## config.mk

```make
export PLATFORM = sky130hd
export DESIGN_NAME = leaf_user_fifo
export DESIGN_NICKNAME = d
export VERILOG_FILES = /design/src/rtl/leaf_user_fifo_pkg.sv /design/src/rtl/leaf_fifo_ram.sv /design/src/rtl/leaf_user_fifo.sv
export SDC_FILE = /design/constraint.sdc
export NUM_CORES = 1
export LEC_CHECK = 0
export CORE_ASPECT_RATIO = 1.75
export CORE_MARGIN = 2
export CORE_UTILIZATION = 25
export CTS_CLUSTER_DIAMETER = 200
export CTS_CLUSTER_SIZE = 25
export DETAILED_ROUTE_END_ITERATION = 10
export SYNTH_ARGS = -nofsm -noshare
export SYNTH_HDL_FRONTEND = slang
export SYNTH_SLANG_ARGS = --single-unit
```

## constraint.sdc

```tcl
create_clock -name clk -period 8.6 [get_ports clk]
set_input_delay 0.86 -clock clk [delete_from_list [all_inputs] [get_ports clk]]
set_output_delay 0.86 -clock clk [all_outputs]
set_load 0.05 [all_outputs]
```

## src/rtl/leaf_user_fifo_pkg.sv

```systemverilog
// Shared BFT leaf constants and sizing helpers for the user-side elastic buffer.
package leaf_user_fifo_pkg;

    localparam int unsigned LEAF_PAYLOAD_BITS    = 32;
    localparam int unsigned LEAF_PACKET_BITS     = 49;
    localparam int unsigned LEAF_FIFO_DEPTH_BITS = 4;

    // Number of words held by a buffer with the given pointer width.
    function automatic int unsigned fifo_depth(input int unsigned depth_bits);
        return 32'd1 << depth_bits;
    endfunction

endpackage

```

## src/rtl/leaf_fifo_ram.sv

```systemverilog
// Storage array for leaf_user_fifo: one synchronous write port and one
// asynchronous read port. No reset, so it can map onto LUTRAM or plain flops.
module leaf_fifo_ram
    import leaf_user_fifo_pkg::*;
#(
    parameter int unsigned DATA_BITS  = LEAF_PAYLOAD_BITS,
    parameter int unsigned DEPTH_BITS = LEAF_FIFO_DEPTH_BITS
) (
    input  logic                  clk,
    input  logic                  we,
    input  logic [DEPTH_BITS-1:0] waddr,
    input  logic [DATA_BITS-1:0]  wdata,
    input  logic [DEPTH_BITS-1:0] raddr,
    output logic [DATA_BITS-1:0]  rdata
);

    logic [DATA_BITS-1:0] mem [fifo_depth(DEPTH_BITS)];

    // Synchronous write of the accepted word.
    always_ff @(posedge clk) begin
        if (we) begin
            mem[waddr] <= wdata;
        end
    end

    // Asynchronous read of the head-of-queue slot.
    always_comb begin
        rdata = mem[raddr];
    end

endmodule

```

## src/rtl/leaf_user_fifo.sv

```systemverilog
// Elastic buffer between a BFT leaf interface and a user kernel port.
// Passes words through unmodified and in order; owns pointers, occupancy
// count, the vld/ack handshakes and the zero-forcing of dout when empty.
module leaf_user_fifo
    import leaf_user_fifo_pkg::*;
#(
    parameter int unsigned DATA_BITS  = LEAF_PAYLOAD_BITS,
    parameter int unsigned DEPTH_BITS = LEAF_FIFO_DEPTH_BITS
) (
    input  logic                  clk,
    input  logic                  reset,
    input  logic                  flush,
    input  logic [DATA_BITS-1:0]  din,
    input  logic                  din_vld,
    output logic                  din_ack,
    output logic [DATA_BITS-1:0]  dout,
    output logic                  dout_vld,
    input  logic                  dout_ack,
    output logic [DEPTH_BITS:0]   count
);

    localparam int unsigned          CNT_BITS   = DEPTH_BITS + 1;
    localparam logic [DEPTH_BITS-1:0] PTR_ONE    = DEPTH_BITS'(1);
    localparam logic [CNT_BITS-1:0]   CNT_ONE    = CNT_BITS'(1);
    localparam logic [CNT_BITS-1:0]   FULL_COUNT = CNT_BITS'(fifo_depth(DEPTH_BITS));

    logic [DEPTH_BITS-1:0] wr_ptr;
    logic [DEPTH_BITS-1:0] rd_ptr;
    logic [DATA_BITS-1:0]  rd_data;
    logic                  run;
    logic                  push;
    logic                  pop;

    // Registered "out of reset" flag: keeps din_ack free of a combinational
    // path from the reset pin, so the first ack shows one edge after release.
    always_ff @(posedge clk or negedge reset) begin
        if (!reset) begin
            run <= 1'b0;
        end else begin
            run <= 1'b1;
        end
    end

    // Handshake qualifiers and the zero-forced output word.
    always_comb begin
        din_ack  = run && (count != FULL_COUNT) && !flush;
        dout_vld = (count != '0);
        push     = din_vld && din_ack;
        pop      = dout_vld && dout_ack;
        dout     = dout_vld ? rd_data : '0;
    end

    // Pointer and occupancy update; flush wins over any simultaneous pop.
    always_ff @(posedge clk or negedge reset) begin
        if (!reset) begin
            wr_ptr <= '0;
            rd_ptr <= '0;
            count  <= '0;
        end else if (flush) begin
            wr_ptr <= '0;
            rd_ptr <= '0;
            count  <= '0;
        end else begin
            if (push) begin
                wr_ptr <= wr_ptr + PTR_ONE;
            end
            if (pop) begin
                rd_ptr <= rd_ptr + PTR_ONE;
            end
            case ({push, pop})
                2'b10:   count <= count + CNT_ONE;
                2'b01:   count <= count - CNT_ONE;
                default: count <= count;
            endcase
        end
    end

    leaf_fifo_ram #(
        .DATA_BITS  (DATA_BITS),
        .DEPTH_BITS (DEPTH_BITS)
    ) u_ram (
        .clk   (clk),
        .we    (push),
        .waddr (wr_ptr),
        .wdata (din),
        .raddr (rd_ptr),
        .rdata (rd_data)
    );

endmodule
```

After elaboration in Yosys (flattened, before gate mapping):

Memories as Yosys holds them, arrays and structs flattened.
Cells that the tools add are included.
W data, S select, Z words.

* register bits: 14
* RAM bits: 512
* input bits: 37
* output and inout port bits: 39
* word-level logic and storage cells: 30
* memories kept: 1

* add/subtract/negate cells: 4
* equal/unequal tests: 3
* muxes and demuxes: 9
* reduce and logical (&&, ||, !) cells: 9

Memory list
* u_ram.mem: depth 16, bits a word 32, read ports 1, clocked after Yosys merged registers in 0, wr ports 1, line leaf_fifo_ram.sv:17 `logic [DATA_BITS-1:0] mem [fifo_depth(DEPTH_BITS)];`

Operators by type and width (number)
* $mux W32: 1
* $mux W4: 4
* $pmux W5 S2: 1
* $add A4 B1 Y4 const B: 2
* $add A5 B1 Y5 const B: 1
* $mux W5: 1
* $ne A5 B5 Y1 const B: 1
* $reduce_bool A5 Y1: 1
* $sub A5 B1 Y5 const B: 1
* $logic_and A1 B1 Y1: 4
* $reduce_bool A2 Y1: 2
* $reduce_bool A3 Y1: 1
* $eq A2 B1 Y1 const B: 1
* $eq A2 B2 Y1 const B: 1
* $mux W1: 2
* $logic_not A1 Y1: 1

Depth between registers and ports, before layout:

* depth in word-level cells: 7
* depth in mapped cells: 10
* mapped depth without buffers: 9

Cells and area by module:

A second synthesis with hierarchy kept.

* cell total of the unflattened synthesis: 918
* area total of the unflattened synthesis: 20265.7 um^2

By module, submodules not included
* leaf_fifo_ram: times used 1, cells an instance 806, area an instance 19213.4 um^2, sequential area each 15374.7 um^2
* leaf_user_fifo: times used 1, cells an instance 112, area an instance 1052.3 um^2, sequential area each 350.3 um^2

Worst setup path before layout:

Ideal clock, no wire load.

* path type: reg-to-output
* start: register count[1]
* end: output port dout[10]
* arrival: 2431 ps
* data required time: 7740 ps
* path slack: 5309 ps
* cell stages (with the launch flop): 7
* path buffers: 2
* cells stage by stage: dfrtp_1 nor4_2 nand2b_1 buf_2 nand2b_1 buf_2 o22ai_1

* longest elaborated chain between the ends: 2

Ends and longest elaborated chain
* from (decl): line leaf_user_fifo.sv:19 `output logic [DEPTH_BITS:0] count`
* from (signal assigned): line leaf_user_fifo.sv:71 `2'b10: count <= count + CNT_ONE;`
* from (signal assigned): line leaf_user_fifo.sv:72 `2'b01: count <= count - CNT_ONE;`
* from (signal assigned): line leaf_user_fifo.sv:73 `default: count <= count;`
* $reduce_bool A5 Y1: line leaf_user_fifo.sv:47 `dout_vld = (count != '0);`
* net dout_vld: line leaf_user_fifo.sv:17 `output logic dout_vld,`
* $mux W32: line leaf_user_fifo.sv:50 `dout = dout_vld ? rd_data : '0;`
* to (decl): line leaf_user_fifo.sv:16 `output logic [DATA_BITS-1:0] dout,`

The timed path passes the listed nets, and every way through them passes these cells.

Worst setup path in the final report:

* start: register rd_ptr[0]
* end: output port dout[20]

* longest elaborated chain between the ends: 2

Ends and longest elaborated chain
* from (decl): line leaf_user_fifo.sv:28 `logic [DEPTH_BITS-1:0] rd_ptr;`
* from (signal assigned): line leaf_user_fifo.sv:68 `rd_ptr <= rd_ptr + PTR_ONE;`
* $mem_v2 Z16 W32
* $mux W32: line leaf_user_fifo.sv:50

No other way between the ends.

==> key figures <==
Synth
  • Yosys reg bits: around 530
  • Yosys top cell area share: 0.755
  • Ys Warns: 0
  • Post-synthesis sequential area ratio: 0.772
  • Synthesized cell area: 0.0204 mm2
  • Avg Inst Size Synth: 22.8 um2
  • Synth area leaders: edfxtp_1 (75%), mux4_2 (14%), mux2i_1 (3.2%)
  • Gate Count Post-Synth: 894
  • Post-synth cell types: 44
  • Asr flop ratio synth: 0.0266
  • Most used flip-flop cell after synthesis: edfxtp_1
  • Leading area contributor after synthesis: edfxtp_1
  • Post-synth EDFFs: between 500 and 600
  • Post-Syn Nets: ~940

Status
  • Outcome: finished, final reports clean

STA
  • RSZ-0062 raised after global routing: false
  • Hold violation total from the final report: 0
  • Worst Tran Pin Value: 1.01 ns
  • Final setup TNS: 0 ns
  • Final setup fails: 0
  • Final setup skew: 0.0360 ns
  • Fin crit period: ~5.0 ns
  • Headroom to the max-slew limit: 0.328
  • Slew Limit Fails: 0
  • Part of the cycle the worst path needs: 0.578
  • FMAX: between 200 and 250 MHz

Clock network
  • CTS tree: done
  • H-Tree Depth: 1
  • Reg clk slew, reported paths: about 0.10 ns
  • CTS sink count: 526
  • Hold buffers post-CTS: 0
  • Clock Tree Buf Depth: 3
  • Setup bufs post-CTS: 0
  • CTS Buf Count: 25
  • Worst-Skew Late Latency: ~0.6 ns
  • Resized cells post-CTS: 0
  • Root buf cell: clkbuf_16

Hold path
  • Min-delay worst type: reg -> reg
  • Hold path depth: 2
  • Worst-case hold path end point: rd_ptr[3]$_DFFE_PN0P_
  • HP Start: rd_ptr[3]$_DFFE_PN0P_

Placement
  • Cell Area, Placed: approximately 0.022 mm2
  • Hpwl dp: approximately 25000 um
  • Placer congestion estimate: about 0.68
  • Port Buf Inserts: 75

Power
  • VDD IR-drop max: 0.280 mV
  • Clock network fraction of total power: 0.214
  • Internal power component: 0.00415 W
  • Power Total: 0.00613 W
  • Leakage: ~6.7 nW
  • Power Density: approximately 260 mW/mm2
  • Psw: 0.00198 W
  • Switch share: 0.323
  • Sequential power share: 0.479
  • Part of the power in combinational logic: 0.307

Global route
  • Met2 usage: 0.189
  • Gr ovfl total: 0
  • Largest net degree at the start of global routing: 85
  • Initial antenna violation count: 7
  • GR Util All Layers: 0.107
  • Vias in the first global route: between 9000 and 10000
  • Met3 GRT Util: 0.0184
  • Gr busiest metal: met2
  • Met1 usage: 0.130
  • Global-route wire length before repair: between 60000 and 70000 um

Route
  • Post-DRT Antenna Nets: 0
  • Detailed Route WL: roughly 45000 um
  • Number of DRC markers in iteration 0: 708
  • Drt first pass iters: 5
  • Via count: roughly 9100
  • Wire per inst: 22.1 um
  • Vias per inst: around 4.5
  • Residual DRC: 0

Critical path
  • Cell Chain, Critical Path: buf_12 > mux4_2 > mux2i_1 > o22ai_1 > clkdlybuf4s50_1
  • Critical path launch point type: register
  • CP Data Arrival Time: 4.11 ns
  • R2r setup slk: 5.57 ns
  • Top delay family on crit path: buffers and inverters
  • Critical path type: reg -> out
  • Max FO, Critical Path: 84
  • Reg2reg path depth: 5
  • Req. time, crit path: 7.74 ns
  • CP max stage cell: dfrtp_4
  • Slowest stage delay, CP: approximately 1.1 ns
  • Worst path buffer plus inverter count: 2
  • Setup crit end kind: primary output
  • RR Startpoint: count[2]$_DFFE_PN0P_
  • Worst reg2reg endpoint: u_ram.mem[2][28]$_DFFE_PP_

Floorplanning
  • Die ar.: between 0.08 and 0.09 mm2
  • I/O pin total: 76
  • Core area: between 0.08 and 0.09 mm2
  • Die H: ~380 um
  • Die X: roughly 220 um
  • # rows: approximately 140
  • Starting density of the core: 0.252

Finish
  • Layout Nets: between 1000 and 1500
  • Util after Layout: 0.286
  • Design Area, Final: between 0.02 and 0.025 mm2
  • Fraction of layout cells with a size suffix above 1: 0.210
  • P&R area growth vs syn: 13.6%

Flow run
  • Max Cap Viol: 0
## worst register-to-register path: cells and delay by family (launching register included)
family / cells / cell delay [ns]
buffers and inverters: 1 / 0.43
and+or+nand+nor: 3 / 1.14
AOI/OAI and AO/OA: 1 / 0.60
DFF: 1 / 0.52
## worst max-delay path by stage
stage | slack, ns | depth (start not counted) | endpoint | start
after floorplan | 5.31 | 6 | dout[10] | count[1]$_DFFE_PN0P_
after global placement | 4.05 | 5 | dout[20] | rd_ptr[0]$_DFFE_PN0P_
after detailed placement | 4.10 | 5 | dout[17] | rd_ptr[0]$_DFFE_PN0P_
after CTS | 3.44 | 5 | dout[17] | rd_ptr[0]$_DFFE_PN0P_
after global routing | 3.18 | 5 | dout[20] | rd_ptr[0]$_DFFE_PN0P_
final | 3.63 | 5 | dout[20] | rd_ptr[0]$_DFFE_PN0P_
## registers in the layout (all words and copies together) (netlist names)
| name | cells |
|---|---|
| u_ram.mem | 512 |
| run | 1 |
| count | 5 |
| rd_ptr | 4 |
| wr_ptr | 4 |
## routing by layer
layer	vias to the layer above	wire length, um
li1	3898	-
met1	4915	18000
met2	226	23500
met3	67	2290
met4	10	1080
met5	-	68
## area by class of cell
cell class	count	area, um2
clock inverters	2	38.8
repair buffers	97	928
diodes	2	5.00
well taps	1050	1310
inverters	3	11.3
clock buffers	35	663
multi-input cells	317	4440
flip-flops and latches	526	15700
fillers	7879	57700
## per-stage QoR
step | hold slack, ns | instances | setup WS (ns)
CTS | 0.617 | 2030 | 3.44
detailed placement | 0.604 | 1993 | 4.10
global placement | 0.571 | 1993 | 4.05
finish | 0.621 | 2032 | 3.63
floorplan | 0.535 | 894 | 5.31
global route | 0.657 | 2031 | 3.18
## power by group through the flow
stage / logic [W] / clock network, W / registers, W
global route: 0.00199 / 0.00143 / 0.00295
CTS: 0.00192 / 0.00135 / 0.00294
finish: 0.00188 / 0.00131 / 0.00293
floorplan: 0.00137 / 0 / 0.00295
detailed placement: 0.00191 / 0 / 0.00300
global placement: 0.00191 / 0 / 0.00300
## cells by family (layout without fill, tap and decap cells)
| logic type | after synthesis | in the layout | synth area share |
|---|---|---|---|
| AO/OA/AOI/OAI | 53 | 53 | 0.0192 |
| XOR/XNOR | 6 | 6 | 0.00258 |
| adder cells (fa/ha/maj) | 7 | 7 | 0.00430 |
| buffers and inverters | 51 | 137 | 0.0114 |
| flip-flops | 526 | 526 | 0.772 |
| multiplexers | 195 | 195 | 0.174 |
| other | 1 | 3 | 0.000184 |
| AND/OR/NAND/NOR | 55 | 55 | 0.0158 |
## cell usage in the layout, fill, tap and decap left out, types with 2 or more instances in the layout
cell type          n
dfrtp_4            3
xor2_1             6
or3_1              2
nor3b_1            2
o22ai_1           32
and4_2             4
nor3_1             2
nor2_1            11
nand3b_1           2
buf_4             21
mux4_2           128
inv_1              3
nand2b_1           2
clkdlybuf4s50_1   75
nand2_1            5
edfxtp_1         512
nand3_1            4
a21oi_1            7
o21ai_0            3
and2_2            12
clkbuf_16         25
mux2i_1           66
diode_2            2
ha_1               7
clkbuf_1          10
dfrtp_1           11
## synthesized netlist by cell type (all sizes together) (3+ instances only)
cell type	number
nand2b	3
mux4	128
dfrtp	14
edfxtp	512
o21ai	4
and4	4
and2	13
mux2i	66
a21oi	9
inv	3
clkbuf	16
o22ai	32
xor2	6
nand2	6
ha	7
nand3	4
buf	32
nor2	11
Power figures use the tool's default switching activity.
